[src/rtl/multicycle_control_fsm_cpu.sv]
// Multi-cycle control sequencer: steps each instruction through FETCH/DECODE/EXEC/MEM/WB
// over one shared memory port, with a ready handshake and a sticky wait-timeout fault.
module multicycle_control_fsm_cpu #(
   parameter int unsigned MAX_WAIT = 15
) (
   input  logic       clk,
   input  logic       rst,
   input  logic [5:0] opcode,
   input  logic [5:0] funct,
   input  logic       is_alu_zero,
   input  logic       mem_ready,
   output logic       mem_req,
   output logic       mem_we,
   output logic       is_data_access,
   output logic       ir_write,
   output logic       pc_write,
   output logic [1:0] control_mux_for_PC,
   output logic       is_R_type,
   output logic       is_I_type,
   output logic       is_J_type,
   output logic       is_write_from_mem,
   output logic       is_write_reg,
   output logic [5:0] opcode_alu,
   output logic       illegal_op,
   output logic       bus_error,
   output logic [2:0] state
);

   typedef enum logic [2:0] {
      FETCH  = 3'd0,
      DECODE = 3'd1,
      EXEC   = 3'd2,
      MEM    = 3'd3,
      WB     = 3'd4,
      ERR    = 3'd7
   } state_t;

   localparam logic [5:0] OP_RTYPE = 6'b000000;
   localparam logic [5:0] OP_ADDI  = 6'b001000;
   localparam logic [5:0] OP_LW    = 6'b100011;
   localparam logic [5:0] OP_SW    = 6'b101011;
   localparam logic [5:0] OP_BEQ   = 6'b000100;
   localparam logic [5:0] OP_J     = 6'b000010;
   localparam logic [5:0] OP_NOP   = 6'b111111;
   localparam logic [5:0] FN_ADD   = 6'b100000;
   localparam logic [5:0] FN_SUB   = 6'b100010;
   localparam logic [5:0] ALU_ADD  = 6'b100000;
   localparam logic [5:0] ALU_SUB  = 6'b100010;
   localparam logic [7:0] WAIT_LIMIT = 8'(MAX_WAIT);

   state_t     cur, nxt;
   logic [7:0] wait_cnt;
   logic       op_r, op_addi, op_lw, op_sw, op_beq, op_j, op_nop;
   logic       r_add, r_sub, op_legal;
   logic       waiting, wait_timeout;

   always_comb begin
      op_r     = (opcode == OP_RTYPE);
      op_addi  = (opcode == OP_ADDI);
      op_lw    = (opcode == OP_LW);
      op_sw    = (opcode == OP_SW);
      op_beq   = (opcode == OP_BEQ);
      op_j     = (opcode == OP_J);
      op_nop   = (opcode == OP_NOP);
      r_add    = op_r && (funct == FN_ADD);
      r_sub    = op_r && (funct == FN_SUB);
      op_legal = r_add || r_sub || op_addi || op_lw || op_sw || op_beq || op_j || op_nop;
   end

   // Counter runs only while a memory access is stalled; any other cycle clears it,
   // which covers the clear-on-entry to FETCH and MEM.
   assign waiting      = ((cur == FETCH) || (cur == MEM)) && !mem_ready;
   assign wait_timeout = waiting && (wait_cnt == WAIT_LIMIT);

   always_ff @(posedge clk) begin
      if (rst) begin
         cur      <= FETCH;
         wait_cnt <= '0;
      end else begin
         cur      <= nxt;
         wait_cnt <= waiting ? wait_cnt + 8'd1 : '0;
      end
   end

   always_comb begin
      nxt = cur;
      case (cur)
         FETCH: begin
            if (mem_ready)         nxt = DECODE;
            else if (wait_timeout) nxt = ERR;
         end
         DECODE: begin
            if (!op_legal || op_nop || op_j) nxt = FETCH;
            else                             nxt = EXEC;
         end
         EXEC: begin
            if (op_lw || op_sw) nxt = MEM;
            else if (op_beq)    nxt = FETCH;
            else                nxt = WB;
         end
         MEM: begin
            if (mem_ready)         nxt = op_lw ? WB : FETCH;
            else if (wait_timeout) nxt = ERR;
         end
         WB:      nxt = FETCH;
         ERR:     nxt = ERR;
         default: nxt = FETCH;
      endcase
   end

   always_comb begin
      mem_req            = 1'b0;
      mem_we             = 1'b0;
      is_data_access     = 1'b0;
      ir_write           = 1'b0;
      pc_write           = 1'b0;
      control_mux_for_PC = 2'b00;
      is_R_type          = 1'b0;
      is_I_type          = 1'b0;
      is_J_type          = 1'b0;
      is_write_from_mem  = 1'b0;
      is_write_reg       = 1'b0;
      opcode_alu         = 6'b000000;
      illegal_op         = 1'b0;
      bus_error          = 1'b0;

      if (cur inside {DECODE, EXEC, MEM, WB}) begin
         is_R_type = op_r;
         is_I_type = op_addi || op_lw || op_sw || op_beq;
         is_J_type = op_j;
      end

      case (cur)
         FETCH: begin
            mem_req  = 1'b1;
            ir_write = mem_ready;
         end
         DECODE: begin
            if (!op_legal) begin
               illegal_op = 1'b1;
               pc_write   = 1'b1;
            end else if (op_nop) begin
               pc_write = 1'b1;
            end else if (op_j) begin
               pc_write           = 1'b1;
               control_mux_for_PC = 2'b10;
            end
         end
         EXEC: begin
            opcode_alu = (r_sub || op_beq) ? ALU_SUB : ALU_ADD;
            if (op_beq) begin
               pc_write           = 1'b1;
               control_mux_for_PC = is_alu_zero ? 2'b01 : 2'b00;
            end
         end
         MEM: begin
            mem_req        = 1'b1;
            is_data_access = 1'b1;
            mem_we         = op_sw;
            pc_write       = op_sw && mem_ready;
         end
         WB: begin
            is_write_reg      = 1'b1;
            is_write_from_mem = op_lw;
            pc_write          = 1'b1;
         end
         ERR:     bus_error = 1'b1;
         default: ;
      endcase

      // Reset masks every strobe so an aborted instruction leaves no PC/register/memory trace.
      if (rst) begin
         mem_req      = 1'b0;
         mem_we       = 1'b0;
         ir_write     = 1'b0;
         pc_write     = 1'b0;
         is_write_reg = 1'b0;
      end
   end

   assign state = cur;

endmodule

[config.mk]
export PLATFORM = sky130hd
export DESIGN_NAME = multicycle_control_fsm_cpu
export DESIGN_NICKNAME = d
export VERILOG_FILES = /design/src/rtl/multicycle_control_fsm_cpu.sv
export SDC_FILE = /design/constraint.sdc
export NUM_CORES = 1
export LEC_CHECK = 0
export CAP_MARGIN = 30
export CORE_MARGIN = 2
export CORE_UTILIZATION = 42
export CTS_BUF_LIST = sky130_fd_sc_hd__clkbuf_4 sky130_fd_sc_hd__clkbuf_8
export DETAILED_ROUTE_END_ITERATION = 8
export PLACE_DENSITY_LB_ADDON = 0.15
export RECOVER_POWER = 50
export SLEW_MARGIN = 10
export SYNTH_ARGS = -nofsm -noshare
export SYNTH_HDL_FRONTEND = slang
export SYNTH_SLANG_ARGS = --single-unit
[constraint.sdc]
create_clock -name clk -period 1.79 [get_ports clk]
set_input_delay 0.179 -clock clk [delete_from_list [all_inputs] [get_ports clk]]
set_output_delay 0.179 -clock clk [all_outputs]
set_load 0.02 [all_outputs]
* Word-level counts from Yosys, hierarchy flattened *
Cells that the tools add are included.
Widths: inputs -> output; s select.

storage, ports and cells
  output and inout port bits = 23
  flip-flop bits (word level) = 11
  word-level logic and storage cells = 83
  input bits = 16

cells by class
  bitwise operators = 1
  equality and inequality tests = 14
  add/sub/neg operators = 1
  mux-type cells = 38
  reduce and logical (&&, ||, !) cells = 27

operators with widths
  kind                 number
  $eq 6x6->1 const B   5
  $mux 1               23
  $mux 3               6
  $logic_or 1x1->1     15
  $pmux 3 s5           1
  $mux 2               5
  $add 8x1->8 const B  1
  $eq 8x4->1 const B   1
  $eq 3x2->1 const B   2
  $eq 3x3->1 const B   2
  $eq 6x2->1 const B   1
  $eq 6x3->1 const B   1
  $eq 6x4->1 const B   1
  $logic_not 6->1      1
  $mux 6               1
  $logic_and 1x1->1    5
  $pmux 1 s4           1
  $pmux 2 s2           1
  $reduce_bool 4->1    1
  $reduce_or 2->1      2
  $eq 3x1->1 const B   1
  $logic_not 3->1      1
  $logic_not 1->1      2
  $not 1->1            1

* Depth between registers and ports, before layout *
Gate-level depths: netlist of the first run.

  depth in word-level cells = 14
  gate-level depth with buffers = 5
  gate-level depth less buffers = 5

* Least setup slack after synthesis of the first run *
OpenSTA, ideal clock, no wires.

  path type = reg2out
  start point = register cur[0], in the netlist state[0]
  end point = output port pc_write
  buffers on the path = 1
  cell stages (with the launch flop) = 6
  arrival = 2013 ps
  required time = 1611 ps
  slack = -402 ps
  path through = dfxtp_1 > clkbuf_1 > nor3b_1 > and4_1 > a31oi_1 > a31oi_1

on the way
  word-level cells in the longest chain between the ends = 3
  elaborated cells between the ends (all ways) = 6
  classes of those cells = 4 x eq/ne; 2 x mux

ends and longest elaborated chain
  element                             line  RTL
  start: declaration                  51    state_t cur, nxt;
  start signal: assignment            80    cur <= nxt;
  $eq 3x3->1 (tied with other cells)  133   case (cur)
  $pmux 1 s4 (*)                      133
  $mux 1 (*)                          172   if (rst) begin
  end: declaration                    16    output logic pc_write,

Every way passes the cells marked *; elsewhere a longest branch is shown, timed or not.

* Worst setup path in the final report of the first run *
  start point = register cur[2], in the netlist state[2]
  end point = output port pc_write

Same word-level chain as after synthesis.

==> results.toml, run 1 <==
[floorplan]
core.rowCount = 16
initial_core_util_pct = 44.3
core-area_um2 = 1940
top_level_ports = 39
dieArea_um2 = 2420
die_h_um = 49.2
die_width_um = 49.2

[final_layout]
drive_above_1_share_pct = 36.4
fin_cells = 200
layout.nets = 191
layout_commonest_cell = "buf_4"
final_cell_mix = "buf_4, nor2_1, dlygate4sd2_1"
n_antenna_cell = 0
area_growth_pct = 71.9

[place]
hpwl_mm = 1.96
gp_congestion = 0.853
portBuffers = 34
place_ws_ps = -684
placed_cells = 193

[outcome]
status = "finished, violations left"
violations = "setup timing"

[power_and_ir_drop]
clkPwrFrac_pct = 30.0
combPwrFrac_pct = 28.6
pwr-share-seq_pct = 41.5
peakVddDrop_v = 0.000665
switching_share_pct = 27.7
internal-power_uw = 439
power.switching_uw = 168
p_per_area_nw_per_um2 = 411
p_leak_uw = 0.000667

[clock_network]
clkTransAtPathRegs_ps = 70
tritoncts = "built"
clk_path_buf_depth = 2
cts_num_sinks = 11
numCtsBuffers = 3
ctsHtreeMaxLevel = 1
clk_latency_ps = 270
root_buffer = "clkbuf_4"

[detailed_routing]
wl_met1_mm = 1.18
first_iter_violations = 15
highest_layer = "met4"
drtAntennaViolNets = 0
via_per_inst = 5.22
drc = 0
wl_mm = 2.68
post_drt_wl_per_cell_um = 13.4
dr.pass1.iters = 4
met3_length_um = 121
route.vias.total = 1043
routed-wl-met2_mm = 1.34

[worst_setup_path]
worst-endpoint-arrival_ps = 1670
critPathRequiredTime_ps = 1610
critPathMaxFanout = 2
path_class = "reg2out"
end_kind = "output pin"
start_kind = "flip-flop"

[synthesis]
synth-simple-area-share_pct = 38.3
synth-seq-area-share_pct = 25.6
avgSynthCellArea_um2 = 7.54
syn_inst = 114
postSynthRegisterBits = 11
synth_area_um2 = 860
synth_fa_ha_area_share_pct = 1.46
synth_edf_count = 0
synth_top_family_by_area = "simple AND/OR/NAND/NOR gates"
async_flop_share_pct = 0
synthMuxAreaShare_pct = 1.31
synth_compound_area_share_pct = 14.4
synth_flop_cell = "dfxtp_1"
yosys_warnings = 0
yosysUniqueCellTypes = 44
synth_top_area_cell = "dfxtp_1"
synth_top_area_share_pct = 25.6
synthXorXnorAreaFrac_pct = 9.17
synthTopCellsByArea = "dfxtp_1, nor2_1, xor2_1"

[run]
drv_cap = 0

[grt]
grt_use_total_pct = 22.2
antenna_found_initial = 0
grt_pass1_vias = 960
grt_max_degree = 13
grt-ovfl-total = 0
grt_pass1_wl_mm = 4.22

[timing]
finalSetupViolations = 1
fin_crit_sh_pct = 103
final.min_clock_period_ps = 1840
hold_viol_final = 0
worst_slack_ps = -54.3
maxSlewViolCount = 0
rsz0062_at_grt = "yes"
fmax_mhz = 542
finalClockSkew_ps = 0.837

[hold_path]
hold_class = "reg2reg"
[sequential cells by signal, indices dropped and copies added, names as in the netlist]
name / cells
state: 3
wait_cnt: 8
[worst paths after layout]
kind	slack, ps	start	cells past startpoint	endpoint
worst max-delay path	-50	state[2]	5	pc_write
worst min-delay path	450	wait_cnt[0]	1	wait_cnt[0]
worst max register to register	350	wait_cnt[5]	4	state[2]
worst min register to register	450	wait_cnt[0]	1	wait_cnt[0]
[critical path, cell delays in order, from the launching register on]
cell,delay (ps)
dfxtp_2,330
nand2b_4,140
or2_1,260
or3_4,400
a31oi_4,140
buf_6,130
[through the flow]
step	cell area, um2	TNS [ps]	hold WS, ps	total power [uW]	utilization (%)
final	1480	-54.3	445	607	76.1
after global placement	1400	-4740	423	418	71.8
after detailed placement	1400	-4910	442	420	71.8
after CTS	1460	-114	452	605	75.2
after global routing	1480	-118	465	639	76.1
after floorplan	891	-34.8	413	336	-
[final cells by class]
class / count / area (um2)
fillers: 144 / 464
flip-flops and latches: 11 / 223
repair buffers: 63 / 526
well taps: 27 / 33.8
inverters: 4 / 15.0
clock buffers: 4 / 30.0
multi-input cells: 91 / 651
[synthesized netlist by cell type, drive strengths merged, types with 2 or more instances]
library cell   n
nand2          5
dfxtp         11
nor4b          2
xor2           6
a31oi          4
nand2b         3
buf            6
inv            4
nand3          7
nor2          21
nor4           3
xnor2          3
nor3           5
clkbuf         5
and3           5
and2           2
[cell families after synthesis]
logic type / after synthesis
buffers and inverters: 15
AO/OA/AOI/OAI: 15
AND/OR/NAND/NOR: 61
XOR/XNOR: 9
multiplexers: 1
flip-flops: 11
other: 1
adder cells (fa/ha/maj): 1
[power groups by stage]
stage          clock network [uW]  logic [uW]  registers (uW)
4_1_cts                       189         166             250
2_1_floorplan                   0        77.3             258
6_report                      182         174             252
3_5_place_dp                    0         164             256
3_3_place_gp                    0         162             256
5_1_grt                       201         186             252
[metal layers]
layer	vias to the layer above	global-route usage, %
met5	-	0
met4	0	10.5
met3	4	5.52
met2	33	39.2
met1	494	24.7
li1	512	-
[timing repair]
action,in CTS,in global routing
endpoints found under the setup margin,16,6
pin swaps,3,4
hold buffers,0,0
resized for setup,56,10
setup buffers,2,1
No activity file was read; power rests on OpenSTA's default activity.
==> run 2, diff against run 1 <==
- CORE_MARGIN: 2 -> default
==> run 2 against run 1 <==
- the run still ends with setup timing left
- routed wire length fell by 11%
- power fell by 0.22%
- core utilization fell by 0.13 points
- combinational power fell by 2%
- clock-buffer cell count did not move
- critical path depth did not move
- first-iteration DRC count rose by 53%
==> results.toml, run 2 (synthesis gave the netlist of run 1 again) <==
[final_layout]
n_antenna_cell = 0
fillers = 146
area_growth_pct = 71.6
largest_reg_flops = 8
fin_cells = 200
final_core_util_pct = 76.0
final_cell_mix = "buf_4, nor2_1, dfxtp_1"
layout.nets = 191
drive_above_1_share_pct = 35.8
layout_commonest_cell = "buf_4"
top_register = "wait_cnt"

[grt]
grt_use_total_pct = 22.3
grt-ovfl-total = 0
grt_pass1_wl_mm = 3.52
grt_max_degree = 13
grt_pass1_vias = 857
antenna_found_initial = 0

[clock_network]
clk_latency_ps = 270
clkTransAtPathRegs_ps = 70
clk_path_buf_depth = 2
tritoncts = "built"
cts_num_sinks = 11
ctsHtreeMaxLevel = 1
root_buffer = "clkbuf_4"
cts_hold_buf = 0
numCtsBuffers = 3

[worst_setup_path]
rrSetupSlack_ps = 360
end_kind = "output pin"
path_class = "reg2out"
cpPeakStageDelay_ps = 370
start_kind = "flip-flop"
path_cells = "nand2b_1, or2_1, or3_4, a31oi_2, buf_4"
worst-endpoint-arrival_ps = 1610
r2r-start = "state[0]"
critPathMaxFanout = 2
cp-startpoint = "state[2]"
path_buf_inv = 1
cp_slowest_cell = "or3_4"
critPathRequiredTime_ps = 1610
crit_family = "simple AND/OR/NAND/NOR gates"

[detailed_routing]
wl_mm = 2.38
route.vias.total = 1028
dr.pass1.iters = 4
drtAntennaViolNets = 0
first_iter_violations = 23
via_per_inst = 5.14
drc = 0
post_drt_wl_per_cell_um = 11.9

[outcome]
status = "finished, violations left"
violations = "setup timing"

[hold_path]
hold_class = "reg2reg"
hp-start = "wait_cnt[0]"

[power_and_ir_drop]
p_per_area_nw_per_um2 = 411
peakVddDrop_v = 0.000506
p_leak_uw = 0.000659
fin_total_pwr_uw = 606

[run]
drv_cap = 0

[timing]
rsz0062_at_grt = "yes"
worst_slack_ps = -2.20
final.min_clock_period_ps = 1790
finalClockSkew_ps = 3.54
maxSlewViolCount = 0
fmax_mhz = 558
whs_ps = 444
hold_viol_final = 0
finalSetupViolations = 1
tns_ps = -2.20
fin_crit_sh_pct = 100

[place]
gp_congestion = 0.853
placed_cells = 192
hpwl_mm = 1.85
portBuffers = 34

[floorplan]
top_level_ports = 39
core-area_um2 = 1940
initial_core_util_pct = 44.3
die_h_um = 47.2
dieArea_um2 = 2230
core.rowCount = 16
die_width_um = 47.2
run 2: changes by cell type in the layout (fill, tap and decap cells not counted), moves of 2 or more:
cell / previous run / this run
buf_2: 5 / 2
dlygate4sd2_1: 12 / 9
buf_4: 27 / 29
buf_6: 3 / 1
clkbuf_2: 1 / 3
clkdlybuf4s15_1: 0 / 2
dfxtp_1: 9 / 11
dfxtp_2: 2 / 0
run 2: through the flow:
step	cell area, um2	worst slack [ps]
3_3_place_gp	1390	-629
2_1_floorplan	891	-34.8
4_1_cts	1470	-0.916
6_report	1480	-2.20
5_1_grt	1480	-75.8
3_5_place_dp	1390	-673
run 2: power breakdown:
| group | total (uW) | switching, uW | internal (uW) |
|---|---|---|---|
| Clock | 185 | 83.3 | 101 |
| Sequential | 251 | 2.67 | 248 |
| Combinational | 170 | 83.4 | 86.7 |
| Total | 606 | 169 | 436 |
run 2: worst paths after layout:
path                 endpoint  cells past startpoint
setup / recovery     pc_write                      5
hold reg to reg   wait_cnt[0]                      1
setup reg to reg  wait_cnt[5]                      6
hold / removal    wait_cnt[0]                      1
run 2: cell type report:
class,count,area [um2],area share [%]
Tap cell,27,33.8,2.29
Multi-Input combinational cell,91,648,43.9
Inverter,4,15.0,1.02
Sequential cell,11,220,14.9
Timing Repair Buffer,63,528,35.8
Clock buffer,4,30.0,2.04
run 2: metal layers:
layer,GRT usage (%),part of all wire [%]
met4,9.71,2.8
met5,0,0
met1,26.7,44
met3,1.15,3.6
met2,40.5,50
run 2: worst register-to-register path, stage by stage (launching register included):
cell and delay, ps:
dfxtp_1 330, buf_4 180, xor2_1 180, nor3_1 190, buf_4 150, nand2b_1 170
nor2_1 160
run 2: timing repair:
item	4_1_cts	5_1_grt
endpoints found under the setup margin	16	7
setup buffers	3	1
resized for setup	54	11
pin swaps	5	1
==> run 3, diff against run 2 <==
- CTS_CLUSTER_SIZE: default -> 24
==> results of run 3 <==
No change in the layout: final DEF, timing and power equal those of run 2.
